===== config.mk =====
export PLATFORM = sky130hd
export DESIGN_NAME = pipelined_addsub
export DESIGN_NICKNAME = d
export VERILOG_FILES = /design/src/rtl/pipelined_addsub.sv
export SDC_FILE = /design/constraint.sdc
export NUM_CORES = 1
export LEC_CHECK = 0
export ABC_CLOCK_PERIOD_IN_PS = 9900
export BUFFER_PORTS_ARGS = -buffer_cell sky130_fd_sc_hd__buf_4
export CAP_MARGIN = 20
export CORE_UTILIZATION = 63
export CTS_CLUSTER_DIAMETER = 60
export DETAILED_ROUTE_END_ITERATION = 10
export PLACE_DENSITY = 0.95
export SLEW_MARGIN = 15
export SYNTH_ARGS = -nofsm -noshare
export SYNTH_HDL_FRONTEND = slang
export SYNTH_SLANG_ARGS = --single-unit

===== constraint.sdc =====
create_clock -name clk -period 9.9 [get_ports clk]
set_clock_uncertainty 0.15 [all_clocks]
set_input_delay 1.98 -clock clk [delete_from_list [all_inputs] [get_ports clk]]
set_output_delay 1.98 -clock clk [all_outputs]
set_load 0.02 [all_outputs]

===== src/rtl/pipelined_addsub.sv =====
// Pipelined add/subtract: STAGES registered carry-chain chunks with a valid/ready stream interface.
// Define PIPELINED_ADDSUB_SATURATE_EN to clamp signed-overflowing results to the saturation value.
module pipelined_addsub #(
  parameter int unsigned WIDTH  = 100,
  parameter int unsigned STAGES = 4
) (
  input  logic             clk,
  input  logic             rst,
  input  logic             in_valid,
  output logic             in_ready,
  input  logic [WIDTH-1:0] a,
  input  logic [WIDTH-1:0] b,
  input  logic             cin,
  input  logic             sub,
  output logic             out_valid,
  input  logic             out_ready,
  output logic [WIDTH-1:0] sum,
  output logic             cout,
  output logic             ovf
);

  localparam int unsigned Chunk = (WIDTH + STAGES - 1) / STAGES;

  logic w_adv;

  for (genvar k = 0; k < STAGES; k++) begin : g_stage
    localparam int unsigned Lo = k * Chunk;
    localparam int unsigned Hi = ((k + 1) * Chunk < WIDTH) ? (k + 1) * Chunk : WIDTH;

    logic [WIDTH-1:0] w_a_in, w_b_in, w_s_in, w_s;
    logic             w_v_in, w_c_in, w_c;

    logic             r_vld;
    logic [WIDTH-1:0] r_a, r_b, r_s;
    logic             r_cy;

    // b is inverted once on entry; later stages carry the effective operand
    if (k == 0) begin : g_first
      assign w_v_in = in_valid;
      assign w_a_in = a;
      assign w_b_in = sub ? ~b : b;
      assign w_s_in = '0;
      assign w_c_in = cin;
    end else begin : g_next
      assign w_v_in = g_stage[k-1].r_vld;
      assign w_a_in = g_stage[k-1].r_a;
      assign w_b_in = g_stage[k-1].r_b;
      assign w_s_in = g_stage[k-1].r_s;
      assign w_c_in = g_stage[k-1].r_cy;
    end

    if (Lo < WIDTH) begin : g_chunk
      localparam int unsigned Wd = Hi - Lo;
      logic [Wd:0] w_add;

      assign w_add = {1'b0, w_a_in[Hi-1:Lo]} + {1'b0, w_b_in[Hi-1:Lo]} + {{Wd{1'b0}}, w_c_in};
      assign w_c   = w_add[Wd];

      always_comb begin
        w_s          = w_s_in;
        w_s[Hi-1:Lo] = w_add[Wd-1:0];
      end
    end else begin : g_empty
      assign w_s = w_s_in;
      assign w_c = w_c_in;
    end

    always_ff @(posedge clk) begin
      if (rst) begin
        r_vld <= 1'b0;
        r_a   <= '0;
        r_b   <= '0;
        r_s   <= '0;
        r_cy  <= 1'b0;
      end else if (w_adv) begin
        r_vld <= w_v_in;
        r_a   <= w_a_in;
        r_b   <= w_b_in;
        r_s   <= w_s;
        r_cy  <= w_c;
      end
    end
  end

  logic [WIDTH-1:0] w_fin_s, w_fin_a, w_fin_b;
  logic             w_fin_c, w_ovf, w_unused_ops;

  assign w_fin_s = g_stage[STAGES-1].r_s;
  assign w_fin_a = g_stage[STAGES-1].r_a;
  assign w_fin_b = g_stage[STAGES-1].r_b;
  assign w_fin_c = g_stage[STAGES-1].r_cy;

  // Carry into the MSB is recovered from the MSB sum bit and its operands.
  assign w_ovf        = w_fin_c ^ (w_fin_s[WIDTH-1] ^ w_fin_a[WIDTH-1] ^ w_fin_b[WIDTH-1]);
  assign w_unused_ops = ^{w_fin_a[WIDTH-2:0], w_fin_b[WIDTH-2:0]};

  assign out_valid = g_stage[STAGES-1].r_vld;
  assign w_adv     = out_ready | ~out_valid;
  assign in_ready  = w_adv;
  assign cout      = w_fin_c;
  assign ovf       = w_ovf;

`ifdef PIPELINED_ADDSUB_SATURATE_EN
  always_comb begin
    sum = w_fin_s;
    if (w_ovf) begin
      sum = w_fin_a[WIDTH-1] ? {1'b1, {(WIDTH-1){1'b0}}} : {1'b0, {(WIDTH-1){1'b1}}};
    end
  end
`else
  assign sum = w_fin_s;
`endif

endmodule

# Word-level counts from Yosys, hierarchy flattened
# Index checks and enable logic that the tools add are counted.
dict set report op_classes {
  shifts 0
  bitwise_logic 6
  muxes 1
  n_eq_ne 0
  n_lt_le_gt_ge 0
  n_reduce_logical 0
  n_addsub 8
  div_mod_pow 0
  mul 0
}
# op n
set op_table {}
lappend op_table {{$add A25 B25 Y26} 4}
lappend op_table {{$add A26 B1 Y26} 4}
lappend op_table {{$mux W100} 1}
lappend op_table {{$not A100 Y100} 1}
lappend op_table {{$xor A1 B1 Y1} 3}
lappend op_table {{$not A1 Y1} 1}
lappend op_table {{$or A1 B1 Y1} 1}
dict set report word_totals {
  ff_bits 1058
  latchBits 0
  mem_bits_ro 0
  mem_bits_rw 0
  wordCells 35
  n_memories 0
}

# Logic depth before layout (Yosys ltp)
# Gate-level depths: netlist of the first run.
dict set report logic_depth {
  ltp_word 4
  depth_mapped 14
}

# Worst setup path before layout of the first run
# No wires, ideal clock.
dict set report synth_path {
  path_kind {input to register}
  start {input sub}
  end {register g_stage[0].r_s[22]}
  t_required_ns 9.622
  setup_ns 0.128
  path_stages 13
  path_slack_ns 4.499
  arrival_ns 5.123
  cell_sequence {clkbuf_1 -> clkbuf_1 -> xor2_1 -> fa_1 -> fa_1 -> a211oi_1 -> o21bai_1 -> a22oi_2 -> o21ai_0 -> a211oi_1 -> a21oi_1 -> xnor2_1 -> o21ai_0}
}
dict set report synth_between {
  elab_chain_len 3
}
# element line_no
set synth_lines {}
lappend synth_lines {{start, declared} 14} ;# input logic sub,
lappend synth_lines {{$mux W100} 41} ;# assign w_b_in = sub ? ~b : b;
lappend synth_lines {{$add A25 B25 Y26} 56} ;# assign w_add = {1'b0, w_a_in[Hi-1:Lo]} + {1'b0, w_b_in[Hi-1:Lo]} + {{Wd{1'b0}}, w_c_in};
lappend synth_lines {{$add A26 B1 Y26} 56}
lappend synth_lines {{end signal, assigned} 79} ;# r_s <= w_s;
lappend synth_lines {{end, declared} 34} ;# logic [WIDTH-1:0] r_a, r_b, r_s;
# No other way between the ends.
# A chain may end at the register's enable or synchronous reset.

# Worst setup path after layout of the first run
dict set report layout_path {
  start {input out_ready}
  end {output in_ready}
}
dict set report layout_between {
  elab_chain_len 1
}
# element line_no
set layout_lines {}
lappend layout_lines {{start, declared} 16} ;# input logic out_ready,
lappend layout_lines {{$or A1 B1 Y1} 98} ;# assign w_adv = out_ready | ~out_valid;
lappend layout_lines {{end, declared} 10} ;# output logic in_ready,
# No other way between the ends.

==> reports/qor.yml, run 1 <==
synth.largest_area_cell: "dfxtp_1"
final_area_um2: 29000
multi_input_area_um2: 12800
ctsHoldBuffers: 0
synth_area_leaders: "dfxtp_1 45%, nand2_1 14%, a21oi_1 10%, ha_1 4.8%, xnor2_1 4.2%"
ctsResizeCount: 0
post_cts_buffers: 0
synthesis.instances: 3125
cp_max_fo: 158
initial_core_util_pct: 64.2
die_width_um: 201
place.gp.congestion: 0.919
drv_slew: 0
syn2layout_area_growth_pct: 16.6
synth_seq_cells: 560
cts_buffers: 54
wire_per_inst_um: 16.1
syn_avg_cell_area_um2: 7.97
final_antenna_net_count: 0
status: "completed"
slowest_stage: "buf_4"
maxSlewHeadroom_pct: 28.2
placedInstanceArea_um2: 27200
path_buf_inv: 4
insertion_delay_ps: 610
port_buffers: 309
vias: 22300
fp.dieArea_um2: 40300
first_pass_iters: 7
fin_util_pct: 74.8
power_frac_seq_pct: 47.8
drt_iter0_drc: 1708
async_flop_share_pct: 0
vdd_drop_max_v: 0.000130
power.total_uw: 5230
swShare_pct: 25.8
setup_viol: 0
path_clk_slew_ps: 60
p_per_area_nw_per_um2: 180
routed_via_density: 5.79
grtUsageTotal_pct: 29.9
num_rows: 72
period_share_pct: 58.4
power.leakage_uw: 0.0121
place_inst: 3753
io_pins: 310
grt_pass1_vias: 21100
critPathKind: "in2out"
antenna_found_initial: 1
layout_min_cycle_time_ps: 5780
clock.fmax_mhz: 173
cts-root-buf: "clkbuf_16"
ff_latch_area_um2: 11200
internal_power_uw: 3880
synth_nets: 3435
fill_cells: 2725
hpwlAfterDp_um: 40800
drc: 0
drt_wl_total_um: 62100
seq_area_frac_synth_pct: 45.0
synth_edf_count: 0
ys_types: 86
die_h_um: 201
core_um2: 38800
hp-class: "reg2reg"
grt_pass1_wl_um: 102000
drive_above_1_share_pct: 13.0
yosysMostFrequentCell: "nand2_1"
gr-total-overflow: 0
tns_ps: 0
synthTopCellsByCount: "926 x nand2_1, 560 x dfxtp_1, 512 x a21oi_1, 190 x clkbuf_1, 137 x nor2_1"
stdcell_count: 3853
ctsHtreeMaxLevel: 2
p_sw_uw: 1350
final_nets: 3605
grt_max_degree: 242
required_ps: 7770
slowest_delay_ps: 670
final_hold_viol_count: 0
p_comb_share_pct: 13.3
worstMarginPinSlew_ps: 1080
cts_tree: "built"
endpoint_kind: "primary output"
syn_area_um2: 24900
rsz0062_at_grt: "no"
ys.flop_type: "dfxtp_1"
path_cells: "buf_4 -> nor2b_4 -> buf_4 -> inv_16 -> buf_4"
synth_top_area_share_pct: 45.0
clk_path_buf_depth: 3
cts.sink_count: 560
clkPwrFrac_pct: 38.9
cp-start-kind: "input port"
maxCapViolCount: 0
cp_top_family: "buffers and inverters"
yosysWarnings: 0
crit_top_cell: "buf_4"
cp_data_arrival_time_ps: 3650
==> state kept, by name, summed over array words and instances (netlist names) <==
register / count
g_stage.r_a: 151
g_stage.r_b: 151
g_stage.r_s: 150
sum: 100
g_stage.r_cy: 3
g_stage.r_vld: 3
cout: 1
out_valid: 1
==> power groups by stage <==
stage | clock (uW) | combinational, uW | sequential [uW]
floorplan | 0 | 460 | 2540
global placement | 0 | 659 | 2540
detailed placement | 0 | 681 | 2540
CTS | 2060 | 690 | 2500
global route | 2160 | 770 | 2510
finish | 2030 | 698 | 2500
==> cell type report <==
type | instances | area share [%]
Timing Repair Buffer | 325 | 8.76
Clock inverter | 18 | 0.702
Antenna cell | 1 | 0.00862
Sequential cell | 560 | 38.6
Inverter | 32 | 0.470
Clock buffer | 77 | 5.30
Tap cell | 518 | 2.23
Multi-Input combinational cell | 2322 | 43.9
==> through the flow <==
step / worst slack, ps / hold slack (ps)
after floorplan: 4500 / 275
after global placement: 4230 / 288
after detailed placement: 4200 / 293
after CTS: 4220 / 301
after global routing: 4050 / 311
final: 4120 / 294
==> worst paths after layout <==
| path | startpoint | cells after the start | slack, ps | end |
|---|---|---|---|---|
| setup / recovery | out_ready | 5 | 4120 | in_ready |
| hold / removal | g_stage[0].r_a[97] | 2 | 290 | g_stage[1].r_a[97] |
| setup reg to reg | out_valid | 7 | 5970 | g_stage[0].r_cy |
| hold reg to reg | g_stage[0].r_a[97] | 2 | 290 | g_stage[1].r_a[97] |
==> cell usage in the layout (no fill, tap or decap), drive strengths merged, types with 9 or more instances in the layout <==
master | Yosys | layout
ha | 96 | 96
clkbuf | 192 | 77
xor2 | 48 | 48
nor3 | 15 | 15
a211oi | 105 | 105
inv | 31 | 35
nand2 | 926 | 926
o21a | 13 | 13
a21o | 38 | 38
a21oi | 514 | 514
nor3b | 9 | 9
xnor2 | 120 | 120
nor2 | 138 | 138
nand3 | 32 | 32
dfxtp | 560 | 560
nand2b | 12 | 12
o21ai | 72 | 72
and3 | 15 | 15
buf | 17 | 325
o21bai | 14 | 14
a31oi | 14 | 14
==> worst reg2reg max path: cells and delay by family, from the launching register on <==
kind,cells,cell delay (ps)
AOI/OAI and AO/OA,1,370
buffers and inverters,4,2640
DFF,1,310
and+or+nand+nor,2,350
==> kinds of logic after synthesis <==
kind of cell | Yosys count | share of synthesized area (%)
adders and majority gates | 104 | 5.46
xor gates and xnor gates | 168 | 5.91
DFF | 560 | 45.0
muxes | 8 | 0.321
and+or+nand+nor | 1199 | 19.4
buffers and inverters | 243 | 3.80
AOI/OAI and AO/OA | 843 | 20.1
==> per-layer routing <==
| metal | GRT usage [%] | vias to the layer above | part of all wire (%) |
|---|---|---|---|
| met5 | 0 | - | 0 |
| met4 | 12.1 | 0 | 3.4 |
| met3 | 5.00 | 149 | 6.6 |
| met2 | 50.5 | 846 | 49 |
| met1 | 38.1 | 10400 | 41 |
| li1 | - | 10900 | - |
(Power assumes the default switching activity.)
==> run 2: changes to the inputs <==
--- a/config.mk
+++ b/config.mk
@@ -5,13 +5,13 @@
 export SDC_FILE = /design/constraint.sdc
 export NUM_CORES = 1
 export LEC_CHECK = 0
-export ABC_CLOCK_PERIOD_IN_PS = 9900
+export ABC_CLOCK_PERIOD_IN_PS = 4800
 export BUFFER_PORTS_ARGS = -buffer_cell sky130_fd_sc_hd__buf_4
 export CAP_MARGIN = 20
-export CORE_UTILIZATION = 63
+export CORE_UTILIZATION = 53
 export CTS_CLUSTER_DIAMETER = 60
 export DETAILED_ROUTE_END_ITERATION = 10
-export PLACE_DENSITY = 0.95
+export PLACE_DENSITY = 0.86
 export SLEW_MARGIN = 15
 export SYNTH_ARGS = -nofsm -noshare
 export SYNTH_HDL_FRONTEND = slang
==> constraint.sdc (replaced) <==
create_clock -name clk -period 4.8 [get_ports clk]
set_clock_uncertainty 0.15 [all_clocks]
set_input_delay 0.96 -clock clk [delete_from_list [all_inputs] [get_ports clk]]
set_output_delay 0.96 -clock clk [all_outputs]
set_load 0.02 [all_outputs]
==> run 2 against run 1 <==
  * Flip-flop and latch count did not move
  * Via count decreased by 3.8%
  * Sequential power grew 110%
  * Power grew 120%
  * Final area increased by 1.5%
  * Routed wire length shrank 3.4%
  * Count of clock-buffer cells in the layout grew 6
  * Sequential share of layout area decreased by 0.57 points
  * Combinational power up 100%
  * Global-route usage down 5.3 points
  * Critical path type is now in2reg
  * Critical endpoint is now g_stage[0].r_s[22]
==> reports/qor.yml, run 2 (synthesis results as in run 1) <==
status: "completed"
final_nets: 3610
clock.fmax_mhz: 274
rsz0062_at_grt: "no"
grt_max_degree: 232
placedInstanceArea_um2: 27400
place.gp.congestion: 0.877
drt_iter0_drc: 1708
ctsHoldBuffers: 0
maxCapViolCount: 0
cts_buffers: 59
vias: 21500
port_buffers: 309
p_per_area_nw_per_um2: 385
cts_tree: "built"
drc: 0
wire_per_inst_um: 15.2
insertion_delay_ps: 630
hpwlAfterDp_um: 39500
final_hold_viol_count: 0
initial_core_util_pct: 53.6
clk_path_buf_depth: 3
required_ps: 5190
syn2layout_area_growth_pct: 18.4
die_width_um: 219
maxSlewHeadroom_pct: 34.2
antenna_found_initial: 4
tns_ps: 0
cp_top_family: "compound AO/OA/AOI/OAI gates"
slowest_delay_ps: 470
endpoint_kind: "flop"
first_pass_iters: 5
stdcell_count: 3957
path_buf_inv: 1
gr-total-overflow: 0
place_inst: 3846
layout_min_cycle_time_ps: 3650
reg_top3: "g_stage.r_a (151), g_stage.r_b (151), g_stage.r_s (150)"
cp_max_fo: 13
drive_above_1_share_pct: 13.4
worstMarginPinSlew_ps: 987
post_cts_buffers: 0
critPathKind: "in2reg"
routed_via_density: 5.42
fp.dieArea_um2: 47900
final_common_cell: "nand2_1"
drv_slew: 0
grt_pass1_wl_um: 98000
power.leakage_uw: 0.0122
grt_pass1_vias: 20100
grtUsageTotal_pct: 24.7
io_pins: 310
drt_wl_total_um: 60000
final_antenna_net_count: 0
reg2reg_slack_ps: 1550
ctsResizeCount: 0
path_cells: "buf_6 -> xor2_1 -> fa_1 -> fa_1 -> a211oi_1 -> o21bai_1 -> a22oi_2 -> o21ai_0 -> a211oi_1 -> a21oi_1 -> xnor2_1 -> o21ai_0"
final_area_um2: 29500
fill_cells: 3961
layout_common_cells: "926 x nand2_1, 560 x dfxtp_1, 512 x a21oi_1, 317 x buf_4, 137 x nor2_1"
cts.sink_count: 560
setup_viol: 0
cts-root-buf: "clkbuf_16"
period_share_pct: 76.0
ctsHtreeMaxLevel: 2
num_rows: 79
vdd_drop_max_v: 0.000293
path_clk_slew_ps: 60
cp_data_arrival_time_ps: 4040
die_h_um: 219
core_um2: 46500
cp-start-kind: "input port"
hp-class: "reg2reg"
slowest_stage: "fa_1"
## run 2: cell count changes in the layout (fill, tap and decap cells not counted), sizes merged
| cell | before | now |
|---|---|---|
| clkinvlp | 5 | 1 |
| clkinv | 7 | 12 |
| inv | 35 | 38 |
| bufinv | 3 | 6 |
| clkbuf | 77 | 83 |
| diode | 1 | 3 |
## run 2: cell type report
type                    count  area [um2]  share of cell area, %
multi-input cells        2322       12800                   43.3
flip-flops and latches    560       11200                   38.0
repair buffers            325        2530                   8.57
clock buffers              83        1710                   5.79
well taps                 607         759                   2.58
clock inverters            25         377                   1.28
inverters                  32         136                  0.463
diodes                      3        7.51                 0.0255
## run 2: final timing paths
check | start | to | cells after the start
setup / recovery | sub | g_stage[0].r_s[22] | 12
setup reg to reg | g_stage[0].r_a[25] | g_stage[1].r_s[49] | 12
hold reg to reg | g_stage[2].r_s[74] | sum[74] | 2
hold / removal | g_stage[2].r_s[74] | sum[74] | 2
## run 2: power by group
group          internal [uW]  leakage, uW  switching, uW
clock network           2830      0.00102           1950
logic                    636      0.00661            783
registers               4970      0.00461            176
total                   8440       0.0122           2910
## run 2: metal layers
metal	share of wire, %	global-route usage, %	vias up
met3	5.6	5.10	107
met5	0.043	0	-
li1	-	-	11000
met2	47	40.8	480
met4	2.2	6.88	4
met1	45	32.6	9912
## run 2: worst reg2reg max path: stages, from the launching register on
cell and delay (ps):
dfxtp_1 330, inv_1 60, fa_1 440, inv_1 80, fa_1 230, a211oi_1 120, o211ai_1 390, nand3_1 210
a2111oi_0 490, nor4_1 150, a21oi_1 200, xnor2_1 140, o21ai_0 100
## run 2: metrics by stage
stage | power, uW | util, % | setup slack, ps | hold slack (ps)
2_1_floorplan | 6190 | - | 419 | 275
3_3_place_gp | 6610 | 59.0 | 622 | 285
3_5_place_dp | 6640 | 59.0 | 568 | 293
4_1_cts | 11400 | 63.4 | 1190 | 302
5_1_grt | 11800 | 63.5 | 963 | 312
6_report | 11300 | 63.5 | 1150 | 289
